File: config.mk
export PLATFORM = sky130hd
export DESIGN_NAME = prog_load_ctrl
export DESIGN_NICKNAME = d
export VERILOG_FILES = /design/src/rtl/prog_load_ctrl.sv
export SDC_FILE = /design/constraint.sdc
export NUM_CORES = 1
export LEC_CHECK = 0
export CORE_MARGIN = 1.5
export CORE_UTILIZATION = 30
export CTS_BUF_LIST = sky130_fd_sc_hd__clkbuf_4 sky130_fd_sc_hd__clkbuf_8
export CTS_CLUSTER_DIAMETER = 60
export CTS_CLUSTER_SIZE = 16
export DETAILED_ROUTE_END_ITERATION = 8
export DONT_BUFFER_PORTS = 1
export GPL_ROUTABILITY_DRIVEN = 0
export GPL_TIMING_DRIVEN = 0
export SLEW_MARGIN = 10
export SYNTH_ARGS = -nofsm -noshare
export SYNTH_HDL_FRONTEND = slang
export SYNTH_SLANG_ARGS = --single-unit
File: constraint.sdc
create_clock -name clk -period 3.75 [get_ports clk]
set_clock_uncertainty 0.1 [all_clocks]
set_input_delay 0.5625 -clock clk [delete_from_list [all_inputs] [get_ports clk]]
set_output_delay 0.5625 -clock clk [all_outputs]
set_load 0.02 [all_outputs]
File: src/rtl/prog_load_ctrl.sv
// Streams a program image (header, imem lines, dmem words, optional checksum trailer) into imem/dmem.
// Optional PLOAD_CHECKSUM_EN adds a CHK state that compares a trailer beat against the running beat sum.
module prog_load_ctrl #(
  parameter logic [31:0] DMEM_BASE  = 32'h0000_0000,
  parameter int          IMEM_LINES = 512
) (
  input  logic         clk,
  input  logic         reset,
  input  logic         start,
  input  logic         in_valid,
  input  logic [31:0]  in_data,
  output logic         in_ready,
  output logic         prog_loading,
  output logic         imem_we,
  output logic [8:0]   imem_addr,
  output logic [127:0] imem_wdata,
  output logic         dmem_we,
  output logic [31:0]  dmem_addr,
  output logic [31:0]  dmem_wdata,
  output logic         done,
  output logic         err
);

  typedef enum logic [2:0] {
    IDLE = 3'd0,
    HDR  = 3'd1,
    IMEM = 3'd2,
    DMEM = 3'd3,
    CHK  = 3'd4,
    DONE = 3'd5
  } state_t;

  localparam logic [9:0] MAX_LINES = 10'(IMEM_LINES);

`ifdef PLOAD_CHECKSUM_EN
  localparam state_t POST_DATA = CHK;
`else
  localparam state_t POST_DATA = DONE;
`endif

  state_t         state_q, state_d;
  logic [9:0]     imem_cnt_q, imem_cnt_d;
  logic [15:0]    dmem_cnt_q, dmem_cnt_d;
  logic [9:0]     line_idx_q, line_idx_d;
  logic [1:0]     beat_k_q, beat_k_d;
  logic [95:0]    pack_q, pack_d;
  logic [15:0]    dmem_idx_q, dmem_idx_d;
  logic           imem_we_q, imem_we_d;
  logic [8:0]     imem_addr_q, imem_addr_d;
  logic [127:0]   imem_wdata_q, imem_wdata_d;
  logic           dmem_we_q, dmem_we_d;
  logic [31:0]    dmem_addr_q, dmem_addr_d;
  logic [31:0]    dmem_wdata_q, dmem_wdata_d;
  logic           prog_loading_q, prog_loading_d;
  logic           done_q, done_d;
`ifdef PLOAD_CHECKSUM_EN
  logic [31:0]    sum_q, sum_d;
  logic           err_q, err_d;
`endif

  logic           accept;
  logic [9:0]     hdr_imem;
  logic [9:0]     line_nxt;
  logic [15:0]    dmem_nxt;

  assign in_ready = (state_q == HDR) || (state_q == IMEM) ||
                    (state_q == DMEM) || (state_q == CHK);
  assign accept   = in_valid && in_ready;
  assign hdr_imem = (in_data[9:0] > MAX_LINES) ? MAX_LINES : in_data[9:0];
  assign line_nxt = line_idx_q + 10'd1;
  assign dmem_nxt = dmem_idx_q + 16'd1;

  always_comb begin
    state_d        = state_q;
    imem_cnt_d     = imem_cnt_q;
    dmem_cnt_d     = dmem_cnt_q;
    line_idx_d     = line_idx_q;
    beat_k_d       = beat_k_q;
    pack_d         = pack_q;
    dmem_idx_d     = dmem_idx_q;
    imem_we_d      = 1'b0;
    imem_addr_d    = imem_addr_q;
    imem_wdata_d   = imem_wdata_q;
    dmem_we_d      = 1'b0;
    dmem_addr_d    = dmem_addr_q;
    dmem_wdata_d   = dmem_wdata_q;
    prog_loading_d = prog_loading_q;
    done_d         = done_q;
`ifdef PLOAD_CHECKSUM_EN
    sum_d          = sum_q;
    err_d          = err_q;
`endif

    case (state_q)
      IDLE: begin
        if (start) begin
          state_d        = HDR;
          done_d         = 1'b0;
          prog_loading_d = 1'b1;
`ifdef PLOAD_CHECKSUM_EN
          err_d          = 1'b0;
`endif
        end
      end

      HDR: begin
        if (accept) begin
          imem_cnt_d = hdr_imem;
          dmem_cnt_d = in_data[31:16];
          line_idx_d = 10'd0;
          beat_k_d   = 2'd0;
          dmem_idx_d = 16'd0;
`ifdef PLOAD_CHECKSUM_EN
          sum_d      = 32'd0;
`endif
          if (hdr_imem != 10'd0) begin
            state_d = IMEM;
          end else if (in_data[31:16] != 16'd0) begin
            state_d = DMEM;
          end else begin
            state_d = POST_DATA;
          end
        end
      end

      IMEM: begin
        if (accept) begin
`ifdef PLOAD_CHECKSUM_EN
          sum_d    = sum_q + in_data;
`endif
          beat_k_d = beat_k_q + 2'd1;
          case (beat_k_q)
            2'd0: pack_d[31:0]  = in_data;
            2'd1: pack_d[63:32] = in_data;
            2'd2: pack_d[95:64] = in_data;
            default: begin
              // Fourth beat completes the line straight from the bus; the buffer holds beats 0..2.
              imem_we_d    = 1'b1;
              imem_addr_d  = line_idx_q[8:0];
              imem_wdata_d = {in_data, pack_q};
              line_idx_d   = line_nxt;
              if (line_nxt == imem_cnt_q) begin
                state_d = (dmem_cnt_q != 16'd0) ? DMEM : POST_DATA;
              end
            end
          endcase
        end
      end

      DMEM: begin
        if (accept) begin
`ifdef PLOAD_CHECKSUM_EN
          sum_d        = sum_q + in_data;
`endif
          dmem_we_d    = 1'b1;
          dmem_addr_d  = DMEM_BASE + {14'd0, dmem_idx_q, 2'b00};
          dmem_wdata_d = in_data;
          dmem_idx_d   = dmem_nxt;
          if (dmem_nxt == dmem_cnt_q) begin
            state_d = POST_DATA;
          end
        end
      end

`ifdef PLOAD_CHECKSUM_EN
      CHK: begin
        if (accept) begin
          err_d   = (in_data != sum_q);
          state_d = DONE;
        end
      end
`endif

      DONE: begin
        // First DONE cycle coincides with the last write strobe; release the core one cycle later.
        if (start) begin
          state_d        = HDR;
          done_d         = 1'b0;
          prog_loading_d = 1'b1;
`ifdef PLOAD_CHECKSUM_EN
          err_d          = 1'b0;
`endif
        end else begin
          done_d         = 1'b1;
          prog_loading_d = 1'b0;
        end
      end

      default: state_d = IDLE;
    endcase
  end

  always_ff @(posedge clk) begin
    if (reset) begin
      state_q        <= IDLE;
      imem_cnt_q     <= 10'd0;
      dmem_cnt_q     <= 16'd0;
      line_idx_q     <= 10'd0;
      beat_k_q       <= 2'd0;
      pack_q         <= 96'd0;
      dmem_idx_q     <= 16'd0;
      imem_we_q      <= 1'b0;
      imem_addr_q    <= 9'd0;
      imem_wdata_q   <= 128'd0;
      dmem_we_q      <= 1'b0;
      dmem_addr_q    <= 32'd0;
      dmem_wdata_q   <= 32'd0;
      prog_loading_q <= 1'b1;
      done_q         <= 1'b0;
`ifdef PLOAD_CHECKSUM_EN
      sum_q          <= 32'd0;
      err_q          <= 1'b0;
`endif
    end else begin
      state_q        <= state_d;
      imem_cnt_q     <= imem_cnt_d;
      dmem_cnt_q     <= dmem_cnt_d;
      line_idx_q     <= line_idx_d;
      beat_k_q       <= beat_k_d;
      pack_q         <= pack_d;
      dmem_idx_q     <= dmem_idx_d;
      imem_we_q      <= imem_we_d;
      imem_addr_q    <= imem_addr_d;
      imem_wdata_q   <= imem_wdata_d;
      dmem_we_q      <= dmem_we_d;
      dmem_addr_q    <= dmem_addr_d;
      dmem_wdata_q   <= dmem_wdata_d;
      prog_loading_q <= prog_loading_d;
      done_q         <= done_d;
`ifdef PLOAD_CHECKSUM_EN
      sum_q          <= sum_d;
      err_q          <= err_d;
`endif
    end
  end

  assign imem_we      = imem_we_q;
  assign imem_addr    = imem_addr_q;
  assign imem_wdata   = imem_wdata_q;
  assign dmem_we      = dmem_we_q;
  assign dmem_addr    = dmem_addr_q;
  assign dmem_wdata   = dmem_wdata_q;
  assign prog_loading = prog_loading_q;
  assign done         = done_q;
`ifdef PLOAD_CHECKSUM_EN
  assign err          = err_q;
`else
  assign err          = 1'b0;
`endif

endmodule

# --- After elaboration in Yosys (flattened, before gate mapping) ---
# Index checks and enable logic that the tools add are counted.
word_totals:
  ff_bits: 342
  latchBits: 0
  ram_bits: 0
  romBits: 0
  inputBits: 36
  word_cells: 99
  n_memories: 0
classes:
  addsub: 3
  mul: 0
  div_mod_pow: 0
  n_lt_le_gt_ge: 1
  n_eq_ne: 17
  n_shift: 0
  muxes: 30
  n_bitwise: 4
  reduce_logical: 27
ops:
  columns: ["cell", "n"]
  rows:
  - ["2-to-1 mux 10 bit", 4]
  - ["2-to-1 mux 16 bit", 2]
  - ["one-hot mux 16 bit (2 select lines)", 1]
  - ["nonzero test 16 bit", 2]
  - ["2-to-1 mux 3 bit", 10]
  - ["one-hot mux 10 bit (2 select lines)", 1]
  - ["AND reduction 3 bit", 6]
  - ["adder 16 x 1 -> 16 bit, second input constant", 1]
  - ["== test 16 bit", 1]
  - ["one-hot mux 3 bit (4 select lines)", 1]
  - ["adder 10 x 1 -> 10 bit, second input constant", 1]
  - ["== test 10 bit", 1]
  - ["greater-than comparator 10 bit, second input constant", 1]
  - ["inequality test 2 bit, second input constant", 5]
  - ["nonzero test 10 bit", 1]
  - ["AND reduction 7 bit", 1]
  - ["== test 3 x 2 -> 1 bit, second input constant", 2]
  - ["== test 3 bit, second input constant", 2]
  - ["2-to-1 mux 1 bit", 6]
  - ["inequality test 2 x 1 -> 1 bit, second input constant", 3]
  - ["AND reduction 2 bit", 3]
  - ["nonzero test 2 bit", 3]
  - ["OR reduction 3 bit", 2]
  - ["2-to-1 mux 2 bit", 2]
  - ["other kinds (13)", 20]

# --- Depth between registers and ports, before layout ---
logic_depth:
  ltp_word: 7
  depth_mapped: 9
  ltp_nobuf: 8

# --- Worst setup path before layout ---
# Ideal clock, no wire load.
synth_timing:
  path_type: "reg2reg"
  startpoint: "reg line_idx_q[1]"
  endpoint: "reg state_q[1]"
  setup_time_ns: 0.073
  t_arrival_ns: 2.414
  required_time_ns: 3.577
  path_slack_ns: 1.162
  stages_incl_launch_ff: 9
  n_path_buf: 0
  period_less_slack_ns: 2.588
  cell_sequence: "dfxtp_1 ha_1 nand4_2 or3_1 a22o_1 a2111oi_2 o21ai_2 or4_4 o211ai_2"
synth_via:
  elab_chain_len: 4
synth_lines:
  columns: ["element", "line_no", "rtl"]
  rows:
  - ["from (decl)", "44", "logic [9:0] line_idx_q, line_idx_d;"]
  - ["from (signal assigned)", "218", "line_idx_q <= line_idx_d;"]
  - ["adder 10 x 1 -> 10 bit", "70", "assign line_nxt = line_idx_q + 10'd1;"]
  - ["== test 10 bit", "142", "if (line_nxt == imem_cnt_q) begin"]
  - ["inequality test 2 x 1 -> 1 bit (no source line)", null, null]
  - ["AND reduction 7 bit (no source line)", null, null]
  - ["to (signal assigned)", "215", "state_q <= state_d;"]
  - ["to (decl)", "41", "state_t state_q, state_d;"]
# Every way passes these cells.
# A chain may end at the register's enable or synchronous reset.

# --- Worst setup path in the final report ---
layout_timing:
  startpoint: "reg state_q[2]"
  endpoint: "reg imem_addr_q[2] (netlist: imem_addr[2])"
layout_via:
  elab_chain_len: 6
  elab_cells_between_ends: 9
layout_lines:
  columns: ["element", "line_no", "rtl"]
  rows:
  - ["== test 3 x 1 -> 1 bit or == test 3 x 2 -> 1 bit (tied branches)", "66, 94", null]
  - ["logical OR 1 bit (2 in a row)", "66", "assign in_ready = (state_q == HDR) || (state_q == IMEM) ||"]
  - ["logical OR 1 bit", "67", "(state_q == DMEM) || (state_q == CHK);"]
  - ["logical AND 1 bit", "68", "assign accept = in_valid && in_ready;"]
  - ["AND reduction 3 bit (no source line) *", null, null]
  - ["to (signal assigned)", "223", "imem_addr_q <= imem_addr_d;"]
  - ["to (decl)", "49", "logic [8:0] imem_addr_q, imem_addr_d;"]
# Every way passes the cells marked *; elsewhere a longest branch is shown, timed or not.

==> metrics.txt <==
count of final setup violators=0; Avg Inst Size Synth=a little under 8 sq um; CTS Buf Count=29; drt via density=about 5.1; Clock transition at path regs=about 0.1 ns; mux cell area share after synthesis=less than 1%; critical path arrival=between 3 and 4 ns; crit share post-route=between 80 and 90%; Synth Register Bits=342; CP delay by family, top=buffers and inverters; endpoints failing hold=0; vias in the first global route=between 10000 and 15000; routed wire length=50.9 mm; initial antenna violation count=7; commonest non-fill, non-tap cell in the layout=nand2_1; Ports=243; max-capacitance violation count=0; number of detailed-route iterations in the first pass=5; CP most frequent cell=clkbuf_1; clock sink count=between 300 and 400; grt total ovfl=0; Post-Synth XOR/XNOR Area=approximately 2.0%; DR iter-0 viols=990; most frequent cells in the layout=nand2_1, dfxtp_1, a21oi_1; GRT Util Overall=around 21%; WP buf/inv=3; area of the multi-input gates=around 6000 sq um; compound-cell area share of the yosys netlist=between 10% and 20%; unrepaired setup endpoints after global routing=false; post-route setup slack=roughly 0.38 ns; Min-Delay Path Class=in -> reg; Mapped Cells=about 1700; Crit Path Category=reg -> reg; Post-synth EDFFs=0; share of layout cells above drive strength 1=between 5 and 6%; Distinct cells, synth=between 60 and 70; YS warnings=0; WL per Instance=between 20 and 25 microns; main combinational cell family by area after synthesis=simple AND/OR/NAND/NOR gates; core area=~44000 sq um; final instance area=approximately 15000 sq um; status=finished, final reports clean; Worst-Skew Late Latency=around 0.63 ns; clock buffer depth=3; root buf cell=clkbuf_8; final hold slack=about 0.052 ns; crit-path cells=nor3b_2 -> and3_1 -> clkbuf_1 -> clkbuf_1 -> clkbuf_1 -> nand2_1 -> a21oi_1; hpwl dp=around 35 mm; fin nets=1843; dpl ws=-0.0194 ns; largest net degree at the start of global routing=17; post-synthesis simple-gate area fraction=between 20% and 30%; Vias=about 12000; maximum vdd drop=between 0.0002 and 0.00025 V; Synth-to-Final Area Change=12.8%; die width=around 210 microns; max frequency=about 0.30 GHz; leakage=slightly below 5 nW; initial core utilization=between 30% and 40%; setup TNS=0 ns; Die ar.=between 40000 and 50000 sq um; Cell Rows=77; storage element area=around 7000 sq um; Die H=about 210 microns; ys async rst share=0%; Slew Viols, Final=0; Adder-Cell Fraction of Synth Area=less than 1%; pwr/cell area=roughly 470 nW/um^2; Setup crit end kind=register; slowest cell on the critical path=clkbuf_1; Antenna Nets Post-Route=0; Max FO, Critical Path=10; FILL cells=around 4700; Synth Flop Type=dfxtp_1; Slew HR=roughly 25%; placed cell area=14200 sq um; first-pass GRT wire length=74.0 mm; synthesized area=between 10000 and 15000 sq um; DRC=0; IO Port Bufs=0; sequential element share of the synthesized area=between 50% and 60%; max incr delay on CP=0.75 ns; Tmin final=3.37 ns; CTS tree=built; slew of the pin with the lowest slew margin=between 1 and 1.5 ns; H-tree depth=1; Worst EP required=between 4 and 5 ns; Startpoint Class=register
routing by layer:
metal | share of wire, % | track usage (%)
met1 | 42 | 28.0
met5 | 0.026 | 0
met4 | 2.5 | 6.10
met2 | 45 | 34.4
met3 | 10 | 6.20
registers in the layout, summed over array words and instances, names as in the netlist, 10 cells and up:
| signal | count |
|---|---|
| dmem_addr | 16 |
| imem_wdata | 128 |
| dmem_idx_q | 16 |
| pack_q | 96 |
| imem_cnt_q | 10 |
| dmem_wdata | 32 |
| line_idx_q | 10 |
| dmem_cnt_q | 16 |
metrics by stage:
stage	power [mW]	utilization, %	instances
floorplan	4.52	-	1739
global placement	4.75	32.2	2331
detailed placement	4.77	32.2	2331
CTS	7.12	34.2	2406
global route	7.36	34.3	2410
finish	7.07	34.3	2412
where the power goes:
group,internal (mW),switching [mW]
Sequential,3.73,0.0993
Combinational,0.314,0.660
Clock,0.963,1.31
Total,5.00,2.07
Yosys cell counts, drive strengths merged (3+ instances only):
master / instances / share of area, %
nor3: 11 / 0.41
a2111oi: 3 / 0.24
and3: 9 / 0.42
and4: 3 / 0.21
a22oi: 15 / 0.84
nand4: 12 / 0.72
a21oi: 329 / 12
nor2b: 5 / 0.23
buf: 29 / 1.5
nand2b: 6 / 0.28
xnor2: 20 / 1.3
ha: 6 / 0.56
o21ai: 23 / 0.89
inv: 5 / 0.14
or4: 5 / 0.34
mux2: 4 / 0.34
a21boi: 3 / 0.17
nor4: 15 / 0.70
nand2: 627 / 18
dfxtp: 342 / 51
o211ai: 3 / 0.21
and2: 5 / 0.24
clkbuf: 121 / 3.8
nand3b: 8 / 0.45
xor2: 10 / 0.65
or3: 6 / 0.29
nand3: 15 / 0.56
a211oi: 3 / 0.17
nor2: 45 / 1.3
nor3b: 4 / 0.22
area by class of cell:
type	instances	share of cell area [%]
Sequential cell	342	45.3
Clock buffer	34	3.01
Antenna cell	6	0.0993
Inverter	5	0.124
Timing Repair Buffer	31	2.05
Buffer	151	4.80
Tap cell	592	4.90
Clock inverter	10	0.877
Multi-Input combinational cell	1241	38.9
worst paths after layout:
kind                                  from              to  slack, ns  depth (start not counted)
worst min-delay path                 reset      state_q[1]       0.05                          2
worst max register to register  state_q[2]    imem_addr[2]       0.38                          7
worst min register to register  pack_q[83]  imem_wdata[83]       0.36                          2
worst max-delay path            state_q[2]    imem_addr[2]       0.38                          7
worst reg2reg max path, delay by kind of cell (launching register included):
family,cells,cell delay (ns)
AOI/OAI and AO/OA,1,0.14
buffers and inverters,3,1.75
DFF,1,0.36
and+or+nand+nor,3,0.93
kinds of logic after synthesis:
logic type,count (synthesis)
AOI/OAI and AO/OA,401
xor gates and xnor gates,30
adders and majority gates,6
buffers and inverters,156
DFF,342
muxes,6
other,1
and+or+nand+nor,781
what timing repair did:
action,4_1_cts,5_1_grt
endpoints found under the setup margin,1,0
resized for setup,1,0
hold endpoints to repair,180,0
hold buffers,31,0
setup buffers,0,0
Power figures use the tool's default switching activity.
